--- src/rtl/sdu_pkg.sv ---
// Shared definitions for the serial debug unit UART transmit and receive paths:
// FSM state encoding, frame bit constants and the baud divisor helper.
package sdu_pkg;

  typedef enum logic [2:0] {
    IDLE   = 3'd0,
    START  = 3'd1,
    DATA   = 3'd2,
    PARITY = 3'd3,
    STOP   = 3'd4
  } uart_state_e;

  localparam logic START_BIT = 1'b0;
  localparam logic STOP_BIT  = 1'b1;
  localparam int   DATA_BITS = 8;

  // Clock cycles per bit; truncating division, callers keep the result >= 2.
  function automatic int calc_div(input int clk_freq, input int baud);
    return clk_freq / baud;
  endfunction

endpackage

--- src/rtl/sdu_uart_tx_if.sv ---
// Byte push handshake between debug-print logic (master) and the UART transmitter (slave).
interface sdu_uart_tx_if;
  import sdu_pkg::*;

  logic [DATA_BITS-1:0] tx_data;
  logic                 tx_valid;
  logic                 tx_ready;

  modport master (output tx_data, output tx_valid, input tx_ready);
  modport slave  (input tx_data, input tx_valid, output tx_ready);

endinterface

--- src/rtl/sdu_sync_fifo.sv ---
// Generic single-clock FIFO with push/pop/full/empty/count; shared by the SDU
// transmit and receive paths. DEPTH must be a power of two so pointers wrap naturally.
module sdu_sync_fifo #(
  parameter int WIDTH = 8,
  parameter int DEPTH = 16
) (
  input  logic                   clk,
  input  logic                   rst,
  input  logic                   push,
  input  logic [WIDTH-1:0]       din,
  input  logic                   pop,
  output logic [WIDTH-1:0]       dout,
  output logic                   full,
  output logic                   empty,
  output logic [$clog2(DEPTH):0] count
);

  localparam int AW = $clog2(DEPTH);
  localparam int CW = AW + 1;

  logic [WIDTH-1:0] mem [DEPTH];
  logic [AW-1:0]    wr_ptr;
  logic [AW-1:0]    rd_ptr;
  logic             do_push;
  logic             do_pop;

  assign full    = (count == CW'(DEPTH));
  assign empty   = (count == '0);
  // Full is judged before any same-cycle pop: a full FIFO never takes a byte.
  assign do_push = push && !full;
  assign do_pop  = pop && !empty;
  assign dout    = mem[rd_ptr];

  // NOTE: sequential state uses non-blocking assignments so every register
  // samples pre-edge values regardless of statement order.
  always_ff @(posedge clk) begin
    if (rst) begin
      wr_ptr <= '0;
      rd_ptr <= '0;
      count  <= '0;
    end else begin
      if (do_push) wr_ptr <= wr_ptr + AW'(1);
      if (do_pop)  rd_ptr <= rd_ptr + AW'(1);
      if (do_push && !do_pop)      count <= count + CW'(1);
      else if (!do_push && do_pop) count <= count - CW'(1);
    end
  end

  // NOTE: storage is deliberately not reset; the pointers and count define
  // which entries are valid, and a reset-free array maps onto plain RAM.
  always_ff @(posedge clk) begin
    if (do_push) mem[wr_ptr] <= din;
  end

endmodule

--- src/rtl/sdu_uart_tx.sv ---
// SDU UART transmitter: byte FIFO feeding an 8N1 serializer on txd.
// Define SDU_UART_TX_PARITY_EN to insert an even-parity bit (8E1 framing).
module sdu_uart_tx
  import sdu_pkg::*;
#(
  parameter int CLK_FREQ   = 100000000,
  parameter int BAUD       = 9600,
  parameter int FIFO_DEPTH = 16
) (
  input  logic                        clk,
  input  logic                        rst,
  sdu_uart_tx_if.slave                tx_if,
  output logic                        txd,
  output logic                        busy,
  output logic [$clog2(FIFO_DEPTH):0] fifo_cnt
);

  localparam int DIV   = calc_div(CLK_FREQ, BAUD);
  localparam int CNT_W = (DIV > 1) ? $clog2(DIV) : 1;
  localparam int BIT_W = $clog2(DATA_BITS);

  uart_state_e          state;
  logic [CNT_W-1:0]     baud_cnt;
  logic [BIT_W-1:0]     bit_idx;
  logic [DATA_BITS-1:0] shift;
  logic                 baud_done;
  logic                 fifo_full;
  logic                 fifo_empty;
  logic                 fifo_pop;
  logic [DATA_BITS-1:0] fifo_dout;
`ifdef SDU_UART_TX_PARITY_EN
  logic                 parity_bit;
`endif

  assign baud_done = (baud_cnt == CNT_W'(DIV - 1));
  assign fifo_pop  = (state == IDLE) && !fifo_empty;

  sdu_sync_fifo #(
    .WIDTH(DATA_BITS),
    .DEPTH(FIFO_DEPTH)
  ) u_fifo (
    .clk  (clk),
    .rst  (rst),
    .push (tx_if.tx_valid),
    .din  (tx_if.tx_data),
    .pop  (fifo_pop),
    .dout (fifo_dout),
    .full (fifo_full),
    .empty(fifo_empty),
    .count(fifo_cnt)
  );

  assign tx_if.tx_ready = !fifo_full;
  assign busy           = (state != IDLE) || (fifo_cnt != '0);

  // txd is registered from the current state, so the line trails the FSM by
  // one cycle: a pop edge puts the FSM in START and the next edge drops txd.
  always_ff @(posedge clk) begin
    if (rst) begin
      state    <= IDLE;
      baud_cnt <= '0;
      bit_idx  <= '0;
      shift    <= '0;
      txd      <= STOP_BIT;
`ifdef SDU_UART_TX_PARITY_EN
      parity_bit <= 1'b0;
`endif
    end else begin
      baud_cnt <= (state == IDLE || baud_done) ? '0 : baud_cnt + CNT_W'(1);

      case (state)
        IDLE: begin
          txd <= STOP_BIT;
          if (!fifo_empty) begin
            shift <= fifo_dout;
            state <= START;
`ifdef SDU_UART_TX_PARITY_EN
            parity_bit <= ^fifo_dout;
`endif
          end
        end

        START: begin
          txd <= START_BIT;
          if (baud_done) begin
            state   <= DATA;
            bit_idx <= '0;
          end
        end

        DATA: begin
          txd <= shift[0];
          if (baud_done) begin
            shift   <= shift >> 1;
            bit_idx <= bit_idx + BIT_W'(1);
            if (bit_idx == BIT_W'(DATA_BITS - 1)) begin
`ifdef SDU_UART_TX_PARITY_EN
              state <= PARITY;
`else
              state <= STOP;
`endif
            end
          end
        end

`ifdef SDU_UART_TX_PARITY_EN
        PARITY: begin
          txd <= parity_bit;
          if (baud_done) state <= STOP;
        end
`endif

        STOP: begin
          txd <= STOP_BIT;
          if (baud_done) state <= IDLE;
        end

        default: begin
          txd   <= STOP_BIT;
          state <= IDLE;
        end
      endcase
    end
  end

endmodule

--- src/flat_wrapper.sv ---
// flat-port wrapper written by rule: the top's interface ports become plain ports
module sdu_uart_tx_flat import sdu_pkg::*;
#(
  parameter int CLK_FREQ   = 100000000,
  parameter int BAUD       = 9600,
  parameter int FIFO_DEPTH = 16
)
  (clk, rst, txd, busy, fifo_cnt, tx_if_tx_data, tx_if_tx_valid, tx_if_tx_ready);
  sdu_uart_tx_if tx_if_i ();
  input  logic clk;
  input  logic rst;
  output logic txd;
  output logic busy;
  output logic [$clog2(FIFO_DEPTH):0] fifo_cnt;
  input wire logic [$bits(tx_if_i.tx_data)-1:0] tx_if_tx_data;
  input wire logic [$bits(tx_if_i.tx_valid)-1:0] tx_if_tx_valid;
  output wire logic [$bits(tx_if_i.tx_ready)-1:0] tx_if_tx_ready;
  assign tx_if_i.tx_data = tx_if_tx_data;
  assign tx_if_i.tx_valid = tx_if_tx_valid;
  assign tx_if_tx_ready = tx_if_i.tx_ready;
  sdu_uart_tx #(.CLK_FREQ(CLK_FREQ), .BAUD(BAUD), .FIFO_DEPTH(FIFO_DEPTH)) u_core (.clk(clk), .rst(rst), .tx_if(tx_if_i), .txd(txd), .busy(busy), .fifo_cnt(fifo_cnt));
endmodule
--- config.mk ---
export PLATFORM = sky130hd
export DESIGN_NAME = sdu_uart_tx_flat
export DESIGN_NICKNAME = d
export VERILOG_FILES = /design/src/rtl/sdu_pkg.sv /design/src/rtl/sdu_uart_tx_if.sv /design/src/rtl/sdu_sync_fifo.sv /design/src/rtl/sdu_uart_tx.sv /design/src/flat_wrapper.sv
export SDC_FILE = /design/constraint.sdc
export NUM_CORES = 1
export LEC_CHECK = 0
export BUFFER_PORTS_ARGS = -buffer_cell sky130_fd_sc_hd__buf_2
export CORE_UTILIZATION = 30
export CTS_CLUSTER_DIAMETER = 40
export DETAILED_ROUTE_END_ITERATION = 7
export GPL_ROUTABILITY_DRIVEN = 0
export HOLD_SLACK_MARGIN = 0.12
export MAX_ROUTING_LAYER = met4
export SYNTH_ARGS = -nofsm -noshare
export SYNTH_HDL_FRONTEND = slang
export SYNTH_SLANG_ARGS = --single-unit
--- constraint.sdc ---
create_clock -name clk -period 2.67 [get_ports clk]
set_input_delay 0.1335 -clock clk [delete_from_list [all_inputs] [get_ports clk]]
set_output_delay 0.1335 -clock clk [all_outputs]
set_load 0.05 [all_outputs]
## Word level (Yosys, flattened, before mapping)

Memories as Yosys holds them, arrays and structs flattened. A register that Yosys moved wholly into a read port is not among the register bits.
Cells that the tools add are included.

- $add $sub $neg: 6
- Equal/unequal tests: 11
- Mux-type cells: 18
- Reduce and logical (&&, ||, !) cells: 22

Operators by type and width:

| kind | count |
|---|---|
| 2-to-1 mux 3 bit | 6 |
| 2-to-1 mux 8 bit | 2 |
| one-hot mux 8 bit (2 select lines) | 1 |
| adder 14 x 1 -> 14 bit, second input constant | 1 |
| == test 14 bit, second input constant | 1 |
| one-hot mux 3 bit (4 select lines) | 1 |
| 2-to-1 mux 5 bit | 2 |
| adder 4 x 1 -> 4 bit, second input constant | 2 |
| 2-to-1 mux 4 bit | 2 |
| != test 2 x 1 -> 1 bit, second input constant | 4 |
| == test 3 bit, second input constant | 2 |
| one-hot mux 3 bit (2 select lines) | 1 |
| AND reduction 3 bit | 2 |
| nonzero test 2 bit | 3 |
| adder 5 x 1 -> 5 bit, second input constant | 1 |
| == test 5 bit, second input constant | 1 |
| logical AND 1 bit | 5 |
| logical NOT 5 bit | 1 |
| AND reduction 5 bit | 1 |
| nonzero test 5 bit | 1 |
| subtractor 5 x 1 -> 5 bit, second input constant | 1 |
| logical NOT 1 bit | 4 |
| adder 3 x 1 -> 3 bit, second input constant | 1 |
| == test 3 x 1 -> 1 bit, second input constant | 1 |
| other kinds (8) | 10 |

- Bits in registers: 42
- RAM bits: 128
- Output and inout port bits: 8
- Word-level logic and storage cells: 66
- Memories kept: 1

Memory list:

| name | depth | width | read ports | clocked after Yosys merged registers in | wr ports | line | text |
|---|---|---|---|---|---|---|---|
| u_core.u_fifo.mem | 16 | 8 | 1 | 1 | 1 | sdu_sync_fifo.sv:21 | `logic [WIDTH-1:0] mem [DEPTH];` |

## Longest topological paths before layout

- Depth after elaboration: 7
- Mapped depth: 13
- Mapped depth without buffers: 11

## Hierarchy

Synthesis repeated with hierarchy kept, for this count alone.

- Cell total of the unflattened synthesis: 468
- Area, all modules: 7094.3 µm²

Modules (own cells, without submodules):

| module | instances | cells an instance | area an instance (µm²) |
|---|---|---|---|
| sdu_sync_fifo | 1 | 309 | 5716.7 |
| sdu_uart_tx | 1 | 159 | 1377.6 |

## Least setup slack after synthesis

OpenSTA, ideal clock, no wires.

- Path kind: register to register
- Start point: register u_core.u_fifo.count[0]
- End point: register u_core.u_fifo.count[4]
- Data arrival time: 3.112 ns
- Data required time: 2.599 ns
- Path slack: -0.513 ns
- Cell stages (with the launch flop): 13
- Period minus slack after synthesis: 3.183 ns
- Path through: dfxtp_1 > nor4_1 > a21boi_2 > inv_1 > buf_4 > ha_1 > inv_1 > fa_1 > a21o_1 > a21oi_1 > xnor2_1 > or3_1 > a21oi_1

- Longest elaborated chain between the ends: 7
- Elaborated cells on any way between the ends: 16
- Those cells by class: add/sub (2); eq/ne (1); mux (2); reduce/logical (11)

RTL lines:

| item | line | text |
|---|---|---|
| from (decl) | sdu_sync_fifo.sv:15 | `output logic [$clog2(DEPTH):0] count` |
| from (signal assigned) | sdu_sync_fifo.sv:44 | `if (do_push && !do_pop) count <= count + CW'(1);` |
| from (signal assigned) | sdu_sync_fifo.sv:45 | `else if (!do_push && do_pop) count <= count - CW'(1);` |
| parallel branches: the longest is 7 deep, another holds subtractor 5 x 1 -> 5 bit | -- |  |

Parallel ways; which one is timed is not known. The select of a mux whose other input is x is not followed.
A chain may end at the register's enable or synchronous reset.

## Worst setup path after layout

- Start point: register u_core.u_fifo.count[1]
- End point: register u_core.u_fifo.count[4]

Same word-level chain as after synthesis.

==> flow_metrics.env <==
export IMPL_status="finished clean"
export IMPL_grt_max_degree=41
export IMPL_grt_pass1_wl_um=22100
export IMPL_finalPower_mw=7.53
export IMPL_cts_buffers=17
export IMPL_die_h_um=155
export IMPL_nets=537
export IMPL_cp_max_fo=5
export IMPL_drtIter0Drc=201
export IMPL_netlist_instances=473
export IMPL_path_cells="nor4_4 > buf_4 > a21boi_4 > inv_2 > ha_2 > inv_1 > fa_2 > a21o_1 > a21oi_2 > xnor2_1 > or3_1 > a21oi_1"
export IMPL_synthFlopType="edfxtp_1"
export IMPL_synth_async_reset_ratio_pct=0
export IMPL_clk_pin_slew_ps=70
export IMPL_drtAntennaViolNets=0
export IMPL_track_usage_pct=12.9
export IMPL_ys_ff_latch=174
export IMPL_cts_resized=0
export IMPL_fmax_ghz=0.401
export IMPL_timing_final_ws_setup_ps=178
export IMPL_drt_pre_antenna_iters=4
export IMPL_min_path_type="in2reg"
export IMPL_routedWlPerCell_um=17.0
export IMPL_utilization_pct=36.2
export IMPL_die_w_um=155
export IMPL_portBuffers=18
export IMPL_num_rows=55
export IMPL_dp_slack_ps=130
export IMPL_wirelength_um=14200
export IMPL_vias_per_cell=4.71
export IMPL_synthToLayoutAreaGrowth_pct=16.9
export IMPL_critPathBufInv=3
export IMPL_synth_edf_count=128
export IMPL_drive_gt1_share_pct=21.3
export IMPL_clockBufferDepth=2
export IMPL_yosysSeqAreaShare_pct=67.4
export IMPL_max_cap_violations=0
export IMPL_tns_ps=0
export IMPL_clock_skew_ps=9.74
export IMPL_start_util_pct=30.9
export IMPL_die_area_sq_um=24200
export IMPL_hpwl_um=9020
export IMPL_clock_latency_ps=430
export IMPL_cp_top_family="simple AND/OR/NAND/NOR gates"
export IMPL_cp_end_kind="flip-flop"
export IMPL_drv_slew=0
export IMPL_rsz0062_at_grt="no"
export IMPL_cts_tree="built"
export IMPL_cts_root_buf="clkbuf_16"
export IMPL_setup_viol=0
export IMPL_power_leakage_nw=2.70
export IMPL_power_density_nw_per_um2=912
export IMPL_hold_slack_ps=206
export IMPL_routed_via_count=3946
export IMPL_ys_warn_count=0
export IMPL_grt_ovfl_total=0
export IMPL_crit_arrival_ps=2840
export IMPL_grt_pass1_vias=4031
export IMPL_syn_nets=497
export IMPL_crit_required_ps=3020
export IMPL_syn_area_sq_um=7070
export IMPL_grt_antenna_before_repair=0
export IMPL_period_share_pct=93.3
export IMPL_tightest_slew_ps=1000
export IMPL_clkSinkCount=174
export IMPL_hold_viol_final=0
export IMPL_drcViolationCount=0
export IMPL_relSlewSlack_pct=32.9
export IMPL_ys_types=47
export IMPL_slowest_delay_ps=370
export IMPL_htreeDepth=4
export IMPL_peakVddDrop_uv=471
export IMPL_ios=19
export IMPL_critPathLaunchType="flip-flop"
export IMPL_crit_type="reg2reg"
export IMPL_antenna_cells=0
export IMPL_core_sq_um=22800
export IMPL_fin_crit_ps=2490
export IMPL_cpMaxStageDelayCell="dfxtp_4"
export IMPL_syn_avg_cell_area_sq_um=14.9
-- state kept, by name, indices dropped and copies added, names as in the netlist, named ones only --
register / cells
u_core.u_fifo.mem: 128
u_core.u_fifo.count: 5
u_core.shift: 8
u_core.u_fifo.wr_ptr: 4
u_core.baud_cnt: 14
u_core.txd: 1
u_core.u_fifo.rd_ptr: 4
u_core.state: 3
u_core.bit_idx: 3
-- synthesized netlist by cell type (8+ instances only) --
master | number | share of area, %
edfxtp_1 | 128 | 54
nor2_1 | 48 | 2.5
dfxtp_1 | 46 | 13
nand2_1 | 29 | 1.5
mux2i_1 | 26 | 3.7
mux4_2 | 25 | 8.0
clkbuf_1 | 16 | 0.85
a21oi_1 | 15 | 1.1
ha_1 | 12 | 2.1
xnor2_1 | 12 | 1.5
nor3_1 | 11 | 0.78
xor2_1 | 10 | 1.2
nand3_1 | 9 | 0.64
a221oi_1 | 8 | 0.99
inv_1 | 8 | 0.42
-- metrics by stage --
step                instances  instance area, sq um
floorplan                 473                  7120
global placement          798                  7640
detailed placement        798                  7640
CTS                       837                  8250
global route              838                  8260
finish                    838                  8260
-- layer usage --
layer  global-route usage [%]  vias to the layer above  part of all wire, %
met1                     15.0                     1969                   44
met3                     3.15                       25                  4.7
met2                     21.2                       86                   49
met5                        -                        -                    0
met4                     5.56                        0                  2.5
li1                         -                     1866                    -
-- cell type report --
class	count	area [sq um]
Inverter	9	33.8
Clock buffer	19	433
Timing Repair Buffer	45	325
Sequential cell	174	4780
Clock inverter	12	103
Tap cell	313	392
Fill cell	2169	14600
Multi-Input combinational cell	266	2200
-- path summary, 6_finish.rpt --
path | from | to | slack [ps] | cells after the start
min | rst | u_core.u_fifo.count[2] | 210 | 2
max | u_core.u_fifo.count[1] | u_core.u_fifo.count[4] | 180 | 12
min reg2reg | u_core.bit_idx[2] | u_core.bit_idx[2] | 460 | 2
max reg2reg | u_core.u_fifo.count[1] | u_core.u_fifo.count[4] | 180 | 12
-- where the power goes --
group	switching, mW	leakage [nW]	total, mW	internal [mW]
Combinational	1.10	0.903	1.99	0.887
Sequential	0.165	1.53	3.26	3.09
Clock	1.08	0.262	2.29	1.21
Total	2.34	2.70	7.53	5.19
-- repair_timing --
item,CTS,global route
hold buffers,8,0
buffers inserted,0,1
setup endpoints to repair,0,1
hold endpoints to repair,128,0
-- layout by cell type (no fill, tap or decap), drive strengths merged, types with 2 or more instances in the layout --
cell / netlist / layout
dfxtp: 46 / 46
edfxtp: 128 / 128
dlygate4sd3: 0 / 8
a21oi: 15 / 15
and2: 2 / 2
nand3: 9 / 9
mux4: 25 / 25
a31oi: 4 / 4
a21boi: 2 / 2
a21o: 7 / 7
a221oi: 8 / 8
buf: 8 / 37
inv: 8 / 16
nand2b: 5 / 5
nor3: 12 / 12
nor4: 6 / 6
or4b: 2 / 2
nand2: 29 / 29
ha: 12 / 12
or3: 4 / 4
xor2: 10 / 10
or4: 2 / 2
xnor2: 12 / 12
clkbuf: 16 / 19
and3: 2 / 2
o21ai: 8 / 8
clkinv: 1 / 4
mux2i: 26 / 26
nor2: 49 / 49
a22oi: 4 / 4
nand4: 4 / 4
-- cells by family after synthesis --
family                   synth area share [%]
adder cells (fa/ha/maj)                  2.41
XOR/XNOR                                 2.73
AO/OA/AOI/OAI                            4.51
buffers and inverters                    2.07
flip-flops                               67.4
AND/OR/NAND/NOR                          9.21
multiplexers                             11.7
Power figures use the tool's default switching activity.
